==> src/rtl/alarmas_pkg.sv <==
// Shared levels, one-hot encodings and the raw classifier
// for the hysteresis alarm block.
package alarmas_pkg;

  localparam logic [1:0] LVL_IDLE = 2'd0;
  localparam logic [1:0] LVL_CRIT = 2'd1;
  localparam logic [1:0] LVL_REG  = 2'd2;
  localparam logic [1:0] LVL_ACEP = 2'd3;

  localparam logic [2:0] OUT_IDLE = 3'b000;
  localparam logic [2:0] OUT_CRIT = 3'b001;
  localparam logic [2:0] OUT_REG  = 3'b010;
  localparam logic [2:0] OUT_ACEP = 3'b100;

  // 32-bit operands so threshold plus margin never wraps.
  // Upward moves need the +hy margin, downward use bare thresholds.
  function automatic logic [1:0] classify(
    input logic [31:0] s,
    input logic [1:0]  st,
    input logic [31:0] lo,
    input logic [31:0] hi,
    input logic [31:0] hy
  );
    logic [31:0] lo_up;
    logic [31:0] hi_up;
    logic [1:0]  c;
    lo_up = lo + hy;
    hi_up = hi + hy;
    c     = LVL_CRIT;
    case (st)
      LVL_CRIT: begin
        if (s >= hi_up)      c = LVL_ACEP;
        else if (s >= lo_up) c = LVL_REG;
        else                 c = LVL_CRIT;
      end
      LVL_REG: begin
        if (s < lo)          c = LVL_CRIT;
        else if (s >= hi_up) c = LVL_ACEP;
        else                 c = LVL_REG;
      end
      LVL_ACEP: begin
        if (s < lo)          c = LVL_CRIT;
        else if (s < hi)     c = LVL_REG;
        else                 c = LVL_ACEP;
      end
      default: begin
        if (s < lo)          c = LVL_CRIT;
        else if (s < hi)     c = LVL_REG;
        else                 c = LVL_ACEP;
      end
    endcase
    return c;
  endfunction

  function automatic logic [2:0] lvl2out(input logic [1:0] l);
    logic [2:0] o;
    case (l)
      LVL_CRIT: o = OUT_CRIT;
      LVL_REG:  o = OUT_REG;
      LVL_ACEP: o = OUT_ACEP;
      default:  o = OUT_IDLE;
    endcase
    return o;
  endfunction

endpackage

==> src/rtl/alarmas_persist.sv <==
// Persistence filter: a level change is accepted only after
// PERSIST consecutive agreeing valid samples.
module alarmas_persist
  import alarmas_pkg::*;
#(
  parameter int PERSIST = 4
) (
  input  logic       clk,
  input  logic       rst,
  input  logic       en,
  input  logic       clr,
  input  logic [1:0] state,
  input  logic [1:0] raw,
  output logic       take,
  output logic [1:0] new_lvl
);

  localparam int RW = $clog2(PERSIST + 1);
  localparam logic [RW:0] PMAX = (RW + 1)'(PERSIST);

  logic [1:0]    cand_q, cand_d;
  logic [RW-1:0] run_q, run_d;
  logic [RW:0]   run_inc;

  // Track candidate and run length; fire take on the PERSIST-th hit.
  always_comb begin
    cand_d  = cand_q;
    run_d   = run_q;
    run_inc = '0;
    take    = 1'b0;
    new_lvl = state;
    if (clr) begin
      cand_d = state;
      run_d  = '0;
    end else if (en) begin
      if (raw == state) begin
        cand_d = state;
        run_d  = '0;
      end else begin
        if (raw == cand_q) begin
          run_inc = {1'b0, run_q} + 1'b1;
        end else begin
          cand_d  = raw;
          run_inc = (RW + 1)'(1);
        end
        if (run_inc >= PMAX) begin
          take    = 1'b1;
          new_lvl = cand_d;
          run_d   = '0;
        end else begin
          run_d = run_inc[RW-1:0];
        end
      end
    end
  end

  // Candidate / run registers.
  always_ff @(posedge clk) begin
    if (rst) begin
      cand_q <= LVL_IDLE;
      run_q  <= '0;
    end else begin
      cand_q <= cand_d;
      run_q  <= run_d;
    end
  end

endmodule

==> src/rtl/alarmas_histeresis.sv <==
// Three-level alarm classifier with hysteresis, persistence,
// sticky critical latch and saturating critical-entry counter.
module alarmas_histeresis
  import alarmas_pkg::*;
#(
  parameter int WIDTH   = 9,
  parameter int TH_LOW  = 103,
  parameter int TH_HIGH = 256,
  parameter int HYST    = 8,
  parameter int PERSIST = 4,
  parameter int CNT_W   = 8
) (
  input  logic             clk,
  input  logic             rst,
  input  logic             sel,
  input  logic             sum_valid,
  input  logic [WIDTH-1:0] sum,
  input  logic             ack,
  output logic [2:0]       out,
  output logic [1:0]       level,
  output logic             change,
  output logic             crit_latch,
  output logic [CNT_W-1:0] crit_count
);

  logic [1:0]       state_q, state_d;
  logic [2:0]       out_q, out_d;
  logic             chg_q, chg_d;
  logic             latch_q, latch_d;
  logic [CNT_W-1:0] cnt_q, cnt_d;
  logic [1:0]       raw;
  logic             take;
  logic [1:0]       new_lvl;
  logic             entering;

  assign raw = classify(32'(sum), state_q, 32'(TH_LOW),
                        32'(TH_HIGH), 32'(HYST));

  alarmas_persist #(
    .PERSIST(PERSIST)
  ) u_persist (
    .clk    (clk),
    .rst    (rst),
    .en     (sum_valid & ~sel),
    .clr    (sel),
    .state  (state_q),
    .raw    (raw),
    .take   (take),
    .new_lvl(new_lvl)
  );

  // Next state, decoded outputs, latch (set beats ack), counter.
  always_comb begin
    state_d  = take ? new_lvl : state_q;
    entering = take && (new_lvl == LVL_CRIT);
    out_d    = lvl2out(state_d);
    chg_d    = take;
    latch_d  = latch_q;
    if (entering)  latch_d = 1'b1;
    else if (ack)  latch_d = 1'b0;
    cnt_d = cnt_q;
    if (entering && (cnt_q != '1)) cnt_d = cnt_q + 1'b1;
  end

  // State and output registers.
  always_ff @(posedge clk) begin
    if (rst) begin
      state_q <= LVL_IDLE;
      out_q   <= OUT_IDLE;
      chg_q   <= 1'b0;
      latch_q <= 1'b0;
      cnt_q   <= '0;
    end else begin
      state_q <= state_d;
      out_q   <= out_d;
      chg_q   <= chg_d;
      latch_q <= latch_d;
      cnt_q   <= cnt_d;
    end
  end

  assign out        = out_q;
  assign level      = state_q;
  assign change     = chg_q;
  assign crit_latch = latch_q;
  assign crit_count = cnt_q;

endmodule

==> config.mk <==
export PLATFORM = sky130hd
export DESIGN_NAME = alarmas_histeresis
export DESIGN_NICKNAME = d
export VERILOG_FILES = /design/src/rtl/alarmas_pkg.sv /design/src/rtl/alarmas_persist.sv /design/src/rtl/alarmas_histeresis.sv
export SDC_FILE = /design/constraint.sdc
export NUM_CORES = 1
export LEC_CHECK = 0
export BUFFER_PORTS_ARGS = -buffer_cell sky130_fd_sc_hd__buf_2
export CORE_MARGIN = 2
export CORE_UTILIZATION = 45
export CTS_CLUSTER_DIAMETER = 120
export DETAILED_ROUTE_END_ITERATION = 8
export PLACE_DENSITY = 0.73
export SKIP_CTS_REPAIR_TIMING = 1
export SLEW_MARGIN = 5
export SYNTH_ARGS = -nofsm -noshare
export SYNTH_HDL_FRONTEND = slang
export SYNTH_HIERARCHICAL = 1
export SYNTH_SLANG_ARGS = --single-unit
==> constraint.sdc <==
create_clock -name clk -period 4.26 [get_ports clk]
set_clock_uncertainty 0.15 [all_clocks]
set_input_delay 1.278 -clock clk [delete_from_list [all_inputs] [get_ports clk]]
set_output_delay 1.278 -clock clk [all_outputs]
set_load 0.02 [all_outputs]
-- Word level (Yosys, flattened, before mapping)
Index checks and enable logic that the tools add are counted.
- register bits: 20
- bits of input ports: 14
- output and inout port bits: 15
- word-level logic and storage cells: 59
- add/sub/neg operators: 2
- order comparisons: 5
- equality and inequality tests: 9
- muxes and demuxes: 29
- bitwise gates (word level): 2
- reduce and logical (&&, ||, !) cells: 5
- operator list (cell ; count):
    $mux W2 ; 13
    $mux W4 ; 4
    $ge A9 B7 Y1 const B ; 1
    $ge A9 B9 Y1 const B ; 1
    $lt A9 B7 Y1 const B ; 1
    $lt A9 B9 Y1 const B ; 1
    $pmux W3 S3 ; 1
    $add A8 B1 Y8 const B ; 1
    $mux W1 ; 8
    $ne A8 B8 Y1 const B ; 1
    $eq A2 B1 Y1 const B ; 3
    $eq A2 B2 Y1 const B ; 3
    $mux W3 ; 2
    $add A3 B1 Y4 const B ; 1
    $eq A2 B2 Y1 ; 2
    $ge A4 B3 Y1 const B ; 1
    $pmux W2 S2 ; 1
    $reduce_bool A2 Y1 ; 2
    $logic_and A1 B1 Y1 ; 2
    $reduce_or A2 Y1 ; 1
    $and A1 B1 Y1 ; 1
    $not A1 Y1 ; 1

-- Logic depth before layout (Yosys ltp)
- depth in word-level cells: 17
- gate-level depth with buffers: 14
- gate-level depth less buffers: 14

-- Modules after synthesis
The synthesis kept the hierarchy.
- modules (own cells, without submodules) (module ; instances ; cells an instance ; area an instance (um^2) ; sequential area each (um^2)):
    alarmas_histeresis ; 1 ; 87 ; 750.7 ; 300.3
    alarmas_persist ; 1 ; 39 ; 350.3 ; 100.1

-- Worst setup path before layout
OpenSTA, ideal clock, no wires.
- kind: input -> register
- start point: in sum[0]
- end point: reg cnt_q[3] (netlist: crit_count[3])
- library setup time: 123 ps
- arrival: 3910 ps
- required time: 3987 ps
- slack: 76 ps
- cell stages on the path: 12
- path buffers: 0
- cell sequence: nand3_1 -> o21ai_0 -> a21oi_1 -> nor3_1 -> xnor2_1 -> nand2_1 -> or4b_4 -> mux2_4 -> and3b_4 -> nand4_1 -> a21oi_1 -> mux2_1
- longest elaborated chain between the ends: 17
- elaborated cells between the ends (all ways): 30
- classes of those cells: order compare (5); eq/ne (3); mux (20); reduce/logical (2)
- RTL lines (item ; line ; text):
    from (decl) ; alarmas_histeresis.sv:17 ; input logic [WIDTH-1:0] sum,
    $ge A9 B7 Y1 ; alarmas_pkg.sv:33 ; else if (s >= lo_up) c = LVL_REG;
    $mux W2 ; alarmas_pkg.sv:33 ;
    $mux W2 ; alarmas_pkg.sv:32 ; if (s >= hi_up) c = LVL_ACEP;
    $pmux W2 S2 (*) ; alarmas_pkg.sv:30 ; case (st)
    via raw[1] ; alarmas_histeresis.sv:31 ; logic [1:0] raw;
    $eq A2 B2 Y1 ; alarmas_persist.sv:40 ; if (raw == cand_q) begin
    $mux W4 ; alarmas_persist.sv:40 ;
    $mux W4 ; alarmas_persist.sv:36 ; if (raw == state) begin
    (+3 left out) ; - ;
    $mux W2 ; alarmas_persist.sv:46 ; if (run_inc >= PMAX) begin
    $mux W2 (*) ; alarmas_persist.sv:36 ;
    $mux W2 (*) ; alarmas_persist.sv:35 ; end else if (en) begin
    $mux W2 (*) ; alarmas_persist.sv:32 ; if (clr) begin
    via new_lvl[1] ; alarmas_histeresis.sv:33 ; logic [1:0] new_lvl;
    $eq A2 B1 Y1 (*) ; alarmas_histeresis.sv:55 ; entering = take && (new_lvl == LVL_CRIT);
    $logic_and A1 B1 Y1 (*) ; alarmas_histeresis.sv:55 ;
    $logic_and A1 B1 Y1 (*) ; alarmas_histeresis.sv:62 ; if (entering && (cnt_q != '1)) cnt_d = cnt_q + 1'b1;
    to (signal assigned) ; alarmas_histeresis.sv:78 ; cnt_q <= cnt_d;
    to (decl) ; alarmas_histeresis.sv:30 ; logic [CNT_W-1:0] cnt_q, cnt_d;
The timed path passes the listed nets; every way through them passes the cells marked *. The select of a mux whose other input is x is not followed.
A chain may end at the register's enable or synchronous reset.

-- Final worst setup path
- start point: in sum[6]
- end point: reg cnt_q[3] (netlist: crit_count[3])
- longest elaborated chain between the ends: 17
- elaborated cells between the ends (all ways): 30
- classes of those cells: order compare (5); eq/ne (3); mux (20); reduce/logical (2)
- RTL lines (item ; line):
    $lt A9 B9 Y1, or another cell as far along ; alarmas_pkg.sv:43, alarmas_pkg.sv:48
    $mux W1, or another cell as far along ; alarmas_pkg.sv:43, alarmas_pkg.sv:48
    $mux W2, on equally long branches ; alarmas_pkg.sv:42, alarmas_pkg.sv:32, alarmas_pkg.sv:37
    $pmux W2 S2 (*) ; alarmas_pkg.sv:30
    via raw[0] ; alarmas_histeresis.sv:31
    $eq A2 B2 Y1 ; alarmas_persist.sv:40
    $mux W4 ; alarmas_persist.sv:40
    $mux W4 ; alarmas_persist.sv:36
    (+3 left out) ; -
    $mux W2 ; alarmas_persist.sv:46
    $mux W2 (*) ; alarmas_persist.sv:36
    $mux W2 (*) ; alarmas_persist.sv:35
    $mux W2 (*) ; alarmas_persist.sv:32
    via new_lvl[1] ; alarmas_histeresis.sv:33
    $eq A2 B1 Y1 (*) ; alarmas_histeresis.sv:55
    $logic_and A1 B1 Y1 (*) ; alarmas_histeresis.sv:55
    $logic_and A1 B1 Y1 (*) ; alarmas_histeresis.sv:62
Marks and branches as above.

==> impl_results.md <==
* # H-tree levels at 1
* Initial Utilization at 0.4883
* Fin. Hold Viols at 0
* Antenna violations before repair at 0
* Root buffer cell: clkbuf_4
* RSZ-0062 raised after global routing: false
* I/O pin count at 29
* Via density at 5.333
* Area delta synth->final at 21.48%
* Vias in the first global route at 884
* Top cell type by total area after synthesis: dfxtp_1
* Synthesized Nets at 144
* Synth top area share at 0.3636
* Commonest non-fill, non-tap cells in the layout: buf_2 (28), dfxtp_1 (20), nor2_1 (18)
* Global-route wire length before repair at 3726 um
* Worst Setup Start Kind: primary input
* Top FF cell, synth: dfxtp_1
* Final HPWL DP at 1797 um
* Tcrit/Tclk final at 0.9488
* F_max at 0.2474 GHz
* Worst min path class: flop to flop
* Area of the multi-input gates at 668.1 sq um
* Layout cell share with drive strength beyond 1 at 0.2919
* Max VDD drop at 172.5 uV
* Register Area at 400.4 sq um
* Worst path required time at 4.30 ns
* DIE HEIGHT at 53.47 um
* Minimum hold slack at 0.3677 ns
* Pre-CTS setup slack at -0.07987 ns
* Final core utilization at 0.5932
* Worst-Margin Slew at 0.4447 ns
* Iter 0 DRT Violations at 13
* # diodes at 0
* Count of flip-flops with a built-in enable after synthesis at 0
* Final worst path period need at 4.042 ns
* Final setup viols at 0
* Overflow left after global routing at 0
* Final ANT Viol Nets at 0
* Worst Setup Path Type: primary input to flop
* Nets at 181
* Clock Pin Slew Worst Setup and Hold Paths at 0.11 ns
* Seq/Total Area, Yosys at 0.3636
* Synth top area cells: dfxtp_1 (36%), nor2_1 (6.1%), ha_1 (4.5%)
* Fillcell total at 225
* Total die area at 0.002859 sq mm
* Pre-antenna DRT Iters at 4
* FF+latch count, synth at 20
* FP Rows at 17
* Max-Cap Viols at 0
* Core area at 0.002255 sq mm
* Setup WS post-layout at 0.2181 ns
* CP max FO at 6
* Post-route DRC at 0
* Die W at 53.47 um
* Clk Latency, worst-skew pair at 0.29 ns
* Most common cell after layout, fill and taps aside: buf_2
* Asr flop ratio synth at 0
* Power density cells at 228.5 mW/mm^2
* Setup TNS at 0 ns
* Sinks on Clock Net at 20
* Pin count of the biggest net entering global routing at 21
* Vias post-DR at 1,008
* Syn Inst Count at 126
* Normalized max-slew margin at 0.7008
* Per-cell routed wire length at 12.31 um
* Total wire length at 2326 um
* Critical Path AT at 4.08 ns
* Synth unique cells at 37
* Synth Area per Inst at 8.739 sq um
* Status: completed
* Number of buffers created by CTS at 3
* Clock Path Buffers at 2
* TritonCTS clock tree: done
* PortBufs at 28
* Max Transition Viols Final at 0
* CP endpoint kind: flop
* Synthesized area at 0.001101 sq mm
* LEAKAGE at 0.5801 nW
* Global placement routability congestion at 0.8102
* GRT Total Usage at 0.1770
* Synth warn at 6
registers in the layout (all words and copies together), names as in the netlist:
signal,count
crit_count,8
change,1
out,3
u_persist/cand_q,2
level,2
crit_latch,1
u_persist/run_q,3
worst paths after layout:
path / slack (ns) / startpoint / cells after the start / end
max reg2reg: 0.45 / level[0] / 14 / crit_count[3]
max: 0.22 / sum[6] / 12 / crit_count[3]
min: 0.37 / crit_latch / 2 / crit_latch
min reg2reg: 0.37 / crit_latch / 2 / crit_latch
where the power goes:
group / leakage, nW / internal, W / switching (W)
clock: 0.0138 / 0.0000328 / 0.0000546
combinational: 0.405 / 0.0000140 / 0.0000156
sequential: 0.161 / 0.000188 / 0.000000776
logic make-up (layout without fill, tap and decap cells):
| group | count (synthesis) | after routing | synth area share |
|---|---|---|---|
| AO/OA/AOI/OAI | 26 | 26 | 0.1500 |
| buffers and inverters | 8 | 43 | 0.02954 |
| flip-flops | 20 | 20 | 0.3636 |
| AND/OR/NAND/NOR | 53 | 53 | 0.2704 |
| multiplexers | 9 | 9 | 0.09318 |
| XOR/XNOR | 6 | 6 | 0.04773 |
| adder cells (fa/ha/maj) | 4 | 4 | 0.04546 |
worst max-delay path, cell delays in order:
cell and delay, ns:
buf_2 0.10, a211oi_1 0.30, a21oi_1 0.07, a21oi_1 0.26, xnor2_1 0.16, nand2_1 0.10, or4b_4 0.51, mux2_4 0.32
and3b_4 0.33, nand4_1 0.14, a21oi_1 0.18, mux2_1 0.33
layout make-up:
class / count / share of cell area
multi-input combinational: 98 / 0.4995
sequential: 20 / 0.2993
timing repair buffer: 35 / 0.1441
tap: 28 / 0.02619
clock buffer: 3 / 0.01684
inverter: 5 / 0.01403
metal layers:
| metal | vias to the layer above | share of wire | global-route usage | routed length (um) |
|---|---|---|---|---|
| met1 | 465 | 0.49 | 0.2314 | 1144 |
| met3 | 2 | 0.025 | 0.02542 | 58 |
| met5 | - | 0 | 0 | 0 |
| met2 | 13 | 0.48 | 0.2984 | 1108 |
| met4 | 0 | 0.0060 | 0.05128 | 14 |
| li1 | 528 | - | - | - |
cell usage after synthesis, types with 3 or more instances:
library cell,number
o21ai_0,3
nor3_1,7
nand2_1,5
dfxtp_1,20
a211oi_1,4
inv_1,5
nor2b_1,4
ha_1,4
xor2_1,4
a21oi_1,9
nor2_1,18
mux2i_1,5
nor4_1,3
through the flow:
step / cells / power [W] / instance area, sq um
2_1_floorplan: 126 / 0.0002084 / 1101
3_3_place_gp: 186 / 0.0002212 / 1315
3_5_place_dp: 186 / 0.0002225 / 1315
4_1_cts: 189 / 0.0003085 / 1338
5_1_grt: 189 / 0.0003199 / 1338
6_report: 189 / 0.0003056 / 1338
Power figures use the tool's default switching activity.
